### config.mk
export PLATFORM = sky130hd
export DESIGN_NAME = riscv_lsu
export DESIGN_NICKNAME = d
export VERILOG_FILES = /design/src/rtl/riscv_pkg.sv /design/src/rtl/riscv_load_extract.sv /design/src/rtl/riscv_lsu.sv
export SDC_FILE = /design/constraint.sdc
export NUM_CORES = 1
export LEC_CHECK = 0
export CAP_MARGIN = 20
export CORE_MARGIN = 5
export CORE_UTILIZATION = 60
export CTS_BUF_LIST = sky130_fd_sc_hd__clkbuf_2 sky130_fd_sc_hd__clkbuf_4 sky130_fd_sc_hd__clkbuf_8
export CTS_CLUSTER_SIZE = 14
export DETAILED_ROUTE_END_ITERATION = 8
export DONT_BUFFER_PORTS = 1
export PLACE_DENSITY_LB_ADDON = 0.12
export SLEW_MARGIN = 20
export SYNTH_ARGS = -nofsm -noshare
export SYNTH_HDL_FRONTEND = slang
export SYNTH_SLANG_ARGS = --single-unit
### constraint.sdc
create_clock -name clk -period 5.6 [get_ports clk]
set_clock_uncertainty 0.2 [all_clocks]
set_input_delay 0.56 -clock clk [delete_from_list [all_inputs] [get_ports clk]]
set_output_delay 0.56 -clock clk [all_outputs]
set_load 0.02 [all_outputs]
### src/rtl/riscv_pkg.sv
// riscv_pkg: RV32I load/store funct3 encodings and alignment helper.
package riscv_pkg;
  localparam logic [2:0] FUNCT3_LB  = 3'b000;
  localparam logic [2:0] FUNCT3_LH  = 3'b001;
  localparam logic [2:0] FUNCT3_LW  = 3'b010;
  localparam logic [2:0] FUNCT3_LBU = 3'b100;
  localparam logic [2:0] FUNCT3_LHU = 3'b101;
  localparam logic [2:0] FUNCT3_SB  = 3'b000;
  localparam logic [2:0] FUNCT3_SH  = 3'b001;
  localparam logic [2:0] FUNCT3_SW  = 3'b010;
  // Halfword encodings share funct3[1:0]=01 for H, HU and SH.
  function automatic logic misaligned(input logic [2:0] f3, input logic [1:0] off);
    return (f3[1:0] == 2'b01 && off[0]) || (f3 == FUNCT3_LW && off != 2'b00);
  endfunction
endpackage

### src/rtl/riscv_load_extract.sv
// riscv_load_extract: selects the addressed lane of a memory word and extends it.
module riscv_load_extract
  import riscv_pkg::*;
(
  input  logic [31:0] rdata_i,
  input  logic [1:0]  off_i,
  input  logic [2:0]  funct3_i,
  output logic [31:0] data_o
);
  logic [7:0]  b;
  logic [15:0] h;
  always_comb begin
    b = 8'(rdata_i >> {off_i, 3'b000});
    h = 16'(rdata_i >> {off_i[1], 4'b0000});
    data_o = funct3_i == FUNCT3_LB  ? {{24{b[7]}}, b}  :
             funct3_i == FUNCT3_LH  ? {{16{h[15]}}, h} :
             funct3_i == FUNCT3_LBU ? {24'b0, b}       :
             funct3_i == FUNCT3_LHU ? {16'b0, h}       : rdata_i;
  end
endmodule

### src/rtl/riscv_lsu.sv
// riscv_lsu: load/store unit with sub-word loads and read-modify-write sub-word stores
// on a word-only, one-cycle-latency data memory.
module riscv_lsu
  import riscv_pkg::*;
#(
  parameter bit SUBWORD_STORES = 1'b1,
  parameter bit CHECK_ALIGN    = 1'b1
) (
  input  logic        clk,
  input  logic        rst,
  input  logic        req_valid,
  output logic        req_ready,
  input  logic        req_write,
  input  logic [2:0]  req_funct3,
  input  logic [31:0] req_addr,
  input  logic [31:0] req_wdata,
  output logic        load_valid,
  output logic [31:0] load_data,
  output logic        req_error,
  output logic [31:0] mem_addr,
  output logic        mem_write,
  output logic [31:0] mem_wdata,
  input  logic [31:0] mem_rdata
);
  typedef enum logic [1:0] {IDLE, LD_RESP, ST_MERGE} state_t;
  state_t      state_q, state_d;
  logic [29:0] waddr_q;
  logic [1:0]  off_q;
  logic [2:0]  f3_q;
  logic [15:0] wd_q;
  logic        err_q;
  logic [31:0] last_q;
  logic        acc, legal_f3, bad, ok, merge;
  logic [4:0]  sh;
  logic [31:0] ext, lane_mask, lane_data;

  riscv_load_extract u_extract (
    .rdata_i (mem_rdata),
    .off_i   (off_q),
    .funct3_i(f3_q),
    .data_o  (ext)
  );

  assign req_ready = state_q != ST_MERGE;
  assign acc       = req_valid & req_ready;
  assign merge     = state_q == ST_MERGE;
  assign req_error = err_q;

  always_comb begin
    legal_f3 = req_write ? (req_funct3 == FUNCT3_SW ||
                            (SUBWORD_STORES && (req_funct3 == FUNCT3_SB || req_funct3 == FUNCT3_SH)))
                         : (req_funct3 inside {FUNCT3_LB, FUNCT3_LH, FUNCT3_LW, FUNCT3_LBU, FUNCT3_LHU});
    bad      = !legal_f3 || (CHECK_ALIGN && misaligned(req_funct3, req_addr[1:0]));
    ok       = acc & !bad;
    state_d  = !ok ? IDLE : !req_write ? LD_RESP : req_funct3 == FUNCT3_SW ? IDLE : ST_MERGE;
  end

  // Lane merge for the second RMW cycle; the read word arrives on mem_rdata now.
  always_comb begin
    sh         = f3_q == FUNCT3_SB ? {off_q, 3'b000} : {off_q[1], 4'b0000};
    lane_mask  = (f3_q == FUNCT3_SB ? 32'h0000_00FF : 32'h0000_FFFF) << sh;
    lane_data  = ({16'b0, wd_q} << sh) & lane_mask;
    mem_addr   = merge ? {waddr_q, 2'b00} : {req_addr[31:2], 2'b00};
    mem_wdata  = merge ? (mem_rdata & ~lane_mask) | lane_data : req_wdata;
    mem_write  = !rst && (merge || (ok && req_write && req_funct3 == FUNCT3_SW));
    load_valid = !rst && state_q == LD_RESP;
    load_data  = load_valid ? ext : last_q;
  end

  always_ff @(posedge clk) begin
    if (rst) begin
      state_q <= IDLE;
      err_q   <= 1'b0;
      last_q  <= '0;
    end else begin
      state_q <= state_d;
      err_q   <= acc & bad;
      if (load_valid) last_q <= ext;
      if (acc) begin
        waddr_q <= req_addr[31:2];
        off_q   <= req_addr[1:0];
        f3_q    <= req_funct3;
        wd_q    <= req_wdata[15:0];
      end
    end
  end
endmodule

Yosys cells after proc, flatten, opt, wreduce, memory -nomap -nowiden

Index checks and enable logic that the tools add are counted.

Reductions and logical operators: 21
Muxes and demuxes: 12
Shifts and indexed selects: 4
Equality and inequality tests: 11
Bitwise operators: 10

Operators with widths:

| cell                 | count |
|---|---|
| $mux W32             | 7 |
| $and A32 B32 Y32     | 2 |
| $shl A16 B5 Y32      | 2 |
| $not A32 Y32         | 1 |
| $or A32 B32 Y32      | 1 |
| $shr A32 B5 Y16      | 1 |
| $shr A32 B5 Y8       | 1 |
| $mux W16             | 1 |
| $eq A3 B3 Y1 const B | 4 |
| $eq A3 B1 Y1 const B | 2 |
| $logic_and A1 B1 Y1  | 6 |
| $logic_not A3 Y1     | 2 |
| $logic_or A1 B1 Y1   | 5 |
| $reduce_bool A5 Y1   | 1 |
| $eq A2 B1 Y1 const B | 2 |
| $mux W4              | 1 |
| $and A1 B1 Y1        | 3 |
| $eq A3 B2 Y1 const B | 1 |
| $logic_not A1 Y1     | 3 |
| $not A1 Y1           | 3 |
| $reduce_or A3 Y1     | 1 |
| $eq A2 B2 Y1 const B | 1 |
| $mux W1              | 2 |
| $mux W2              | 1 |
| 4 further kinds      | 4 |

Logic and storage cells: 66
Input port bits: 103
Output and inout bits: 100
Register bits: 86

Longest topological paths before layout

Word-level depth: 12
Mapped depth: 8
Depth with buffers taken out: 5

Hierarchy

From an unflattened synthesis, not the netlist that was laid out.

Cells, all modules: 523
Area total of the unflattened synthesis: 4,902.2 µm²

Modules (own cells, without submodules):

| module             | times used | area each (µm²) | cells each | seq. area each (µm²) |
|---|---|---|---|---|
| riscv_lsu          | 1          | 4,236.6         | 416        | 2,232.1 |
| riscv_load_extract | 1          | 665.6           | 107        | 0.0 |

Worst setup path after synthesis

Ideal clock, no wire load.

Path type: input port to output port
Start: in rst
End: out mem_write
Stages on the path: 4
Required time: 4.840 ns
Setup slack: -0.609 ns
Arrival: 5.449 ns
Buffers on the path: 1
Cells stage by stage: buf_6 nor3b_1 nand3_1 o22ai_1

Longest elaborated chain between the ends: 2

RTL lines:

| what                | RTL line        | text |
|---|---|---|
| start, declared     | riscv_lsu.sv:10 | `input logic rst,` |
| $logic_not A1 Y1    | riscv_lsu.sv:65 | `mem_write = !rst && (merge \|\| (ok && req_write && req_funct3 == FUNCT3_SW));` |
| $logic_and A1 B1 Y1 | riscv_lsu.sv:65 |  |
| end, declared       | riscv_lsu.sv:21 | `output logic mem_write,` |

Every way passes these cells.

Worst setup path after layout

Start: reg f3_q[1]
End: out mem_wdata[22]

Longest elaborated chain between the ends: 7
Elaborated cells between the ends (all ways): 10
Classes of those cells: shift (2); mux (3); bitwise (4); reduce/logical (1)

RTL lines:

| what                                       | RTL line                         | text |
|---|---|---|
| start, declared                            | riscv_lsu.sv:29                  | `logic [2:0] f3_q;` |
| start signal, assigned                     | riscv_lsu.sv:82                  | `f3_q <= req_funct3;` |
| $logic_not A3 Y1 *                         | riscv_lsu.sv:60, riscv_lsu.sv:61 |  |
| $mux W16 / $mux W4 (equally long branches) | riscv_lsu.sv:61, riscv_lsu.sv:60 |  |
| $shl A16 B5 Y32                            | riscv_lsu.sv:61                  | `lane_mask = (f3_q == FUNCT3_SB ? 32'h0000_00FF : 32'h0000_FFFF) << sh;` |
| $not A32 Y32                               | riscv_lsu.sv:64                  | `mem_wdata = merge ? (mem_rdata & ~lane_mask) \| lane_data : req_wdata;` |
| $and A32 B32 Y32                           | riscv_lsu.sv:64                  |  |
| $or A32 B32 Y32 *                          | riscv_lsu.sv:64                  |  |
| $mux W32 *                                 | riscv_lsu.sv:64                  |  |
| end, declared                              | riscv_lsu.sv:22                  | `output logic [31:0] mem_wdata,` |

Mark *: on every way between the ends. The rest lies on a longest branch, timed or not.

==> metrics.cfg <==
[min_path]
timing.hold.worst_endpoint = last_q[15]$_SDFF_PP0_
worstHoldPathCells = 1
min-delay-path-class = in2reg
startpoint_of_the_most_critical_hold_path = rst

[sta]
tightestPinTransition_ns = 0.9141
grt_setup_unrepaired = false
fin_crit_ns = 3.680
timing.slew.headroom_pct = 38.41
setup_tns_ns = 0
maxSlewViolCount = 0
timing.fmax_mhz = 271.8
finalCritPeriodShare_pct = 65.71
timing.final.hold_violations = 0
final.setup.worst_slack_ns = 1.920
setup_violating_endpoint_count_in_the_final_report = 0

[setup_path]
cp_num_buf_inv = 1
startpoint = f3_q[1]$_DFFE_PP_
crit_slowest_cell = nor4b_4
cp_cell_instances = buf_4, nor4b_4, nand2b_1, mux2i_1, o21ai_0
category_of_the_worst_setup_path_capture_point = output pin
worst_path_maximum_fanout = 41
start_kind = register
worstSetupPathDepth = 5
required_time_at_the_worst_slack_endpoint_ns = 4.84
timing.rr.end = last_q[7]$_SDFF_PP0_
slowest_delay_ns = 0.62
r2r_slack_ns = 2.90
reg2regPathDepth = 5
critPathTopFamily = simple AND/OR/NAND/NOR gates
worst-endpoint-arrival_ns = 2.92
critPathKind = reg2out
timing.rr.start = state_q[0]$_SDFF_PP0_

[grt]
first_pass_grt_wire_length_mm = 20.51
vias_in_the_first_global_route = 3762
antenna_found_initial = 0
grt_overflow = 0
maximum_number_of_pins_on_one_net_before_global_route_repair = 55
global_routing_usage_summed_across_all_routing_layers_pct = 26.96

[place]
detailedPlacementHpwl_mm = 9.829
place_congestion = 0.8602
io_buffer_count = 0
dp_worst_setup_slack_ns = 2.013
placedCellCount = 614

[floorplanning]
core_region_area_um2 = 7647
fp.dieArea_um2 = 9630
fp.dieW_um = 98.14
io_pins = 203
initial_core_util_pct = 60.95
rows = 32
floorplan.die.height_um = 98.14

[cts]
clock_sink_count = 86
clk_transition_reported_paths_ns = 0.09
postCtsResizedCells = 0
cts_inserted_buffers = 9
htree_num_levels = 3
cts_max_path_buffers = 2
tritoncts = done
postCtsHoldBufs = 0
clk_latency_ns = 0.36
cts-root-buf = clkbuf_8
cts_setup_buffers = 0

[drt]
antenna_left = 0
routed_via_density = 6.143
dr.pass1.iters = 5
routedWlPerCell_um = 21.16
postRouteWirelength_mm = 13.33
vias = 3870
post-route-drc-count = 0
initialDrtViolationCount = 362

[run_status]
status = completed

[layout]
finalNonFillerCells = 630
drive_above_1_share_pct = 8.712
layout-area-overhead-vs-synth_pct = 3.812
nNetsFinal = 626
layout.cells.most_common = nand2_1
antenna_cells = 0
top_library_cells_by_usage_in_the_layout_fill_and_taps_aside = nand2_1, o21ai_0, edfxtp_1
num-fill-cells = 685

[synth]
yosys_warnings = 0
number_of_synthesized_register_bits = 86
most_common_flop_cell_mapped_by_yosys = edfxtp_1
synth-edff-count = 51
synth_area_per_cell_um2 = 8.474
synth_seq_area_share_pct = 47.89
synthesized_area_um2 = 4661
yosysUniqueCellTypes = 43
asyncSetResetFlopFracSynth_pct = 0
syn-instance-count = 550

[run]
maxCapViolations = 0

[power_and_ir_drop]
power-per-cell-area_nw_per_um2 = 260.8
ir_worst_vdd_uv = 168.4
power.leakage_uw = 0.002031

metal layers:
metal | GRT usage, % | up-vias | wire (um)
li1 | - | 1860 | -
met1 | 32.35 | 1817 | 5095
met2 | 43.61 | 171 | 6453
met3 | 11.43 | 22 | 1526
met4 | 9.559 | 0 | 254
met5 | 0 | - | 0
flip-flops by register name, summed over array words and instances, names as in the netlist:
signal / count
req_error: 1
wd_q: 16
state_q: 2
last_q: 32
waddr_q: 30
off_q: 2
f3_q: 3
how the worst max path moves through the flow:
stage / end / slack, ns
after floorplan: mem_write / 1.35
after global placement: mem_wdata[22] / 2.09
after detailed placement: mem_wdata[22] / 2.01
after CTS: mem_wdata[22] / 1.60
after global routing: mem_wdata[22] / 1.77
final: mem_wdata[22] / 1.92
synth_stat cells (2+ instances only):
library cell,instances,share of area (%)
a211oi_1,14,2.3
a21oi_1,25,2.7
a31o_2,7,1.3
and3_1,16,2.1
buf_2,10,1.1
buf_4,2,0.32
clkbuf_1,28,2.3
dfxtp_1,35,15
edfxtp_1,51,33
inv_2,2,0.16
mux2_2,8,1.9
mux2i_1,16,3.4
mux4_2,2,0.97
nand2_1,157,13
nand2b_1,17,2.3
nor2_1,38,3.1
nor2b_1,5,0.67
nor3_1,16,1.7
o21ai_0,65,7.0
o2bb2ai_1,7,1.3
o31ai_1,7,1.1
worst reg2reg max path, delay by kind of cell, from the launching register on:
| family | cells | cell delay [ns] |
|---|---|---|
| AOI/OAI and AO/OA | 1 | 0.53 |
| buffers and inverters | 1 | 0.48 |
| and+or+nand+nor | 3 | 1.06 |
| DFF | 1 | 0.38 |
cell families (layout without fill, tap and decap cells):
| family | Yosys count | after routing | share of synthesized area [%] |
|---|---|---|---|
| other cells | 1 | 2 | 0.08046 |
| simple gates | 259 | 259 | 24.27 |
| buf+inv | 46 | 23 | 4.322 |
| flops | 86 | 86 | 47.89 |
| mux | 26 | 26 | 6.336 |
| compound gates | 132 | 132 | 17.10 |
through the flow:
stage	utilization [%]	hold slack, ns	total power, uW	area (um2)
final	63.27	0.05049	1262	4838
after global routing	63.27	0.04224	1307	4838
after CTS	63.15	0.04420	1262	4830
after detailed placement	60.90	0.2968	875.2	4657
after global placement	60.90	0.2833	872.2	4657
after floorplan	-	0.2759	854.6	4669
power by group:
group / switching [uW] / total (uW) / leakage (uW) / internal [uW]
clock network: 239 / 401 / 0.0000759 / 162
registers: 10.7 / 703 / 0.000761 / 693
logic: 116 / 158 / 0.00119 / 41.3
total: 367 / 1260 / 0.00203 / 896
area by class of cell:
cell class	instances	area, um2	area share, %
Timing Repair Buffer	4	30.03	0.6206
Clock inverter	7	48.80	1.009
Sequential cell	86	2232	46.13
Clock buffer	9	123.9	2.560
Tap cell	102	127.6	2.638
Inverter	3	11.26	0.2327
Multi-Input combinational cell	419	2265	46.81
(Power assumes the default switching activity.)
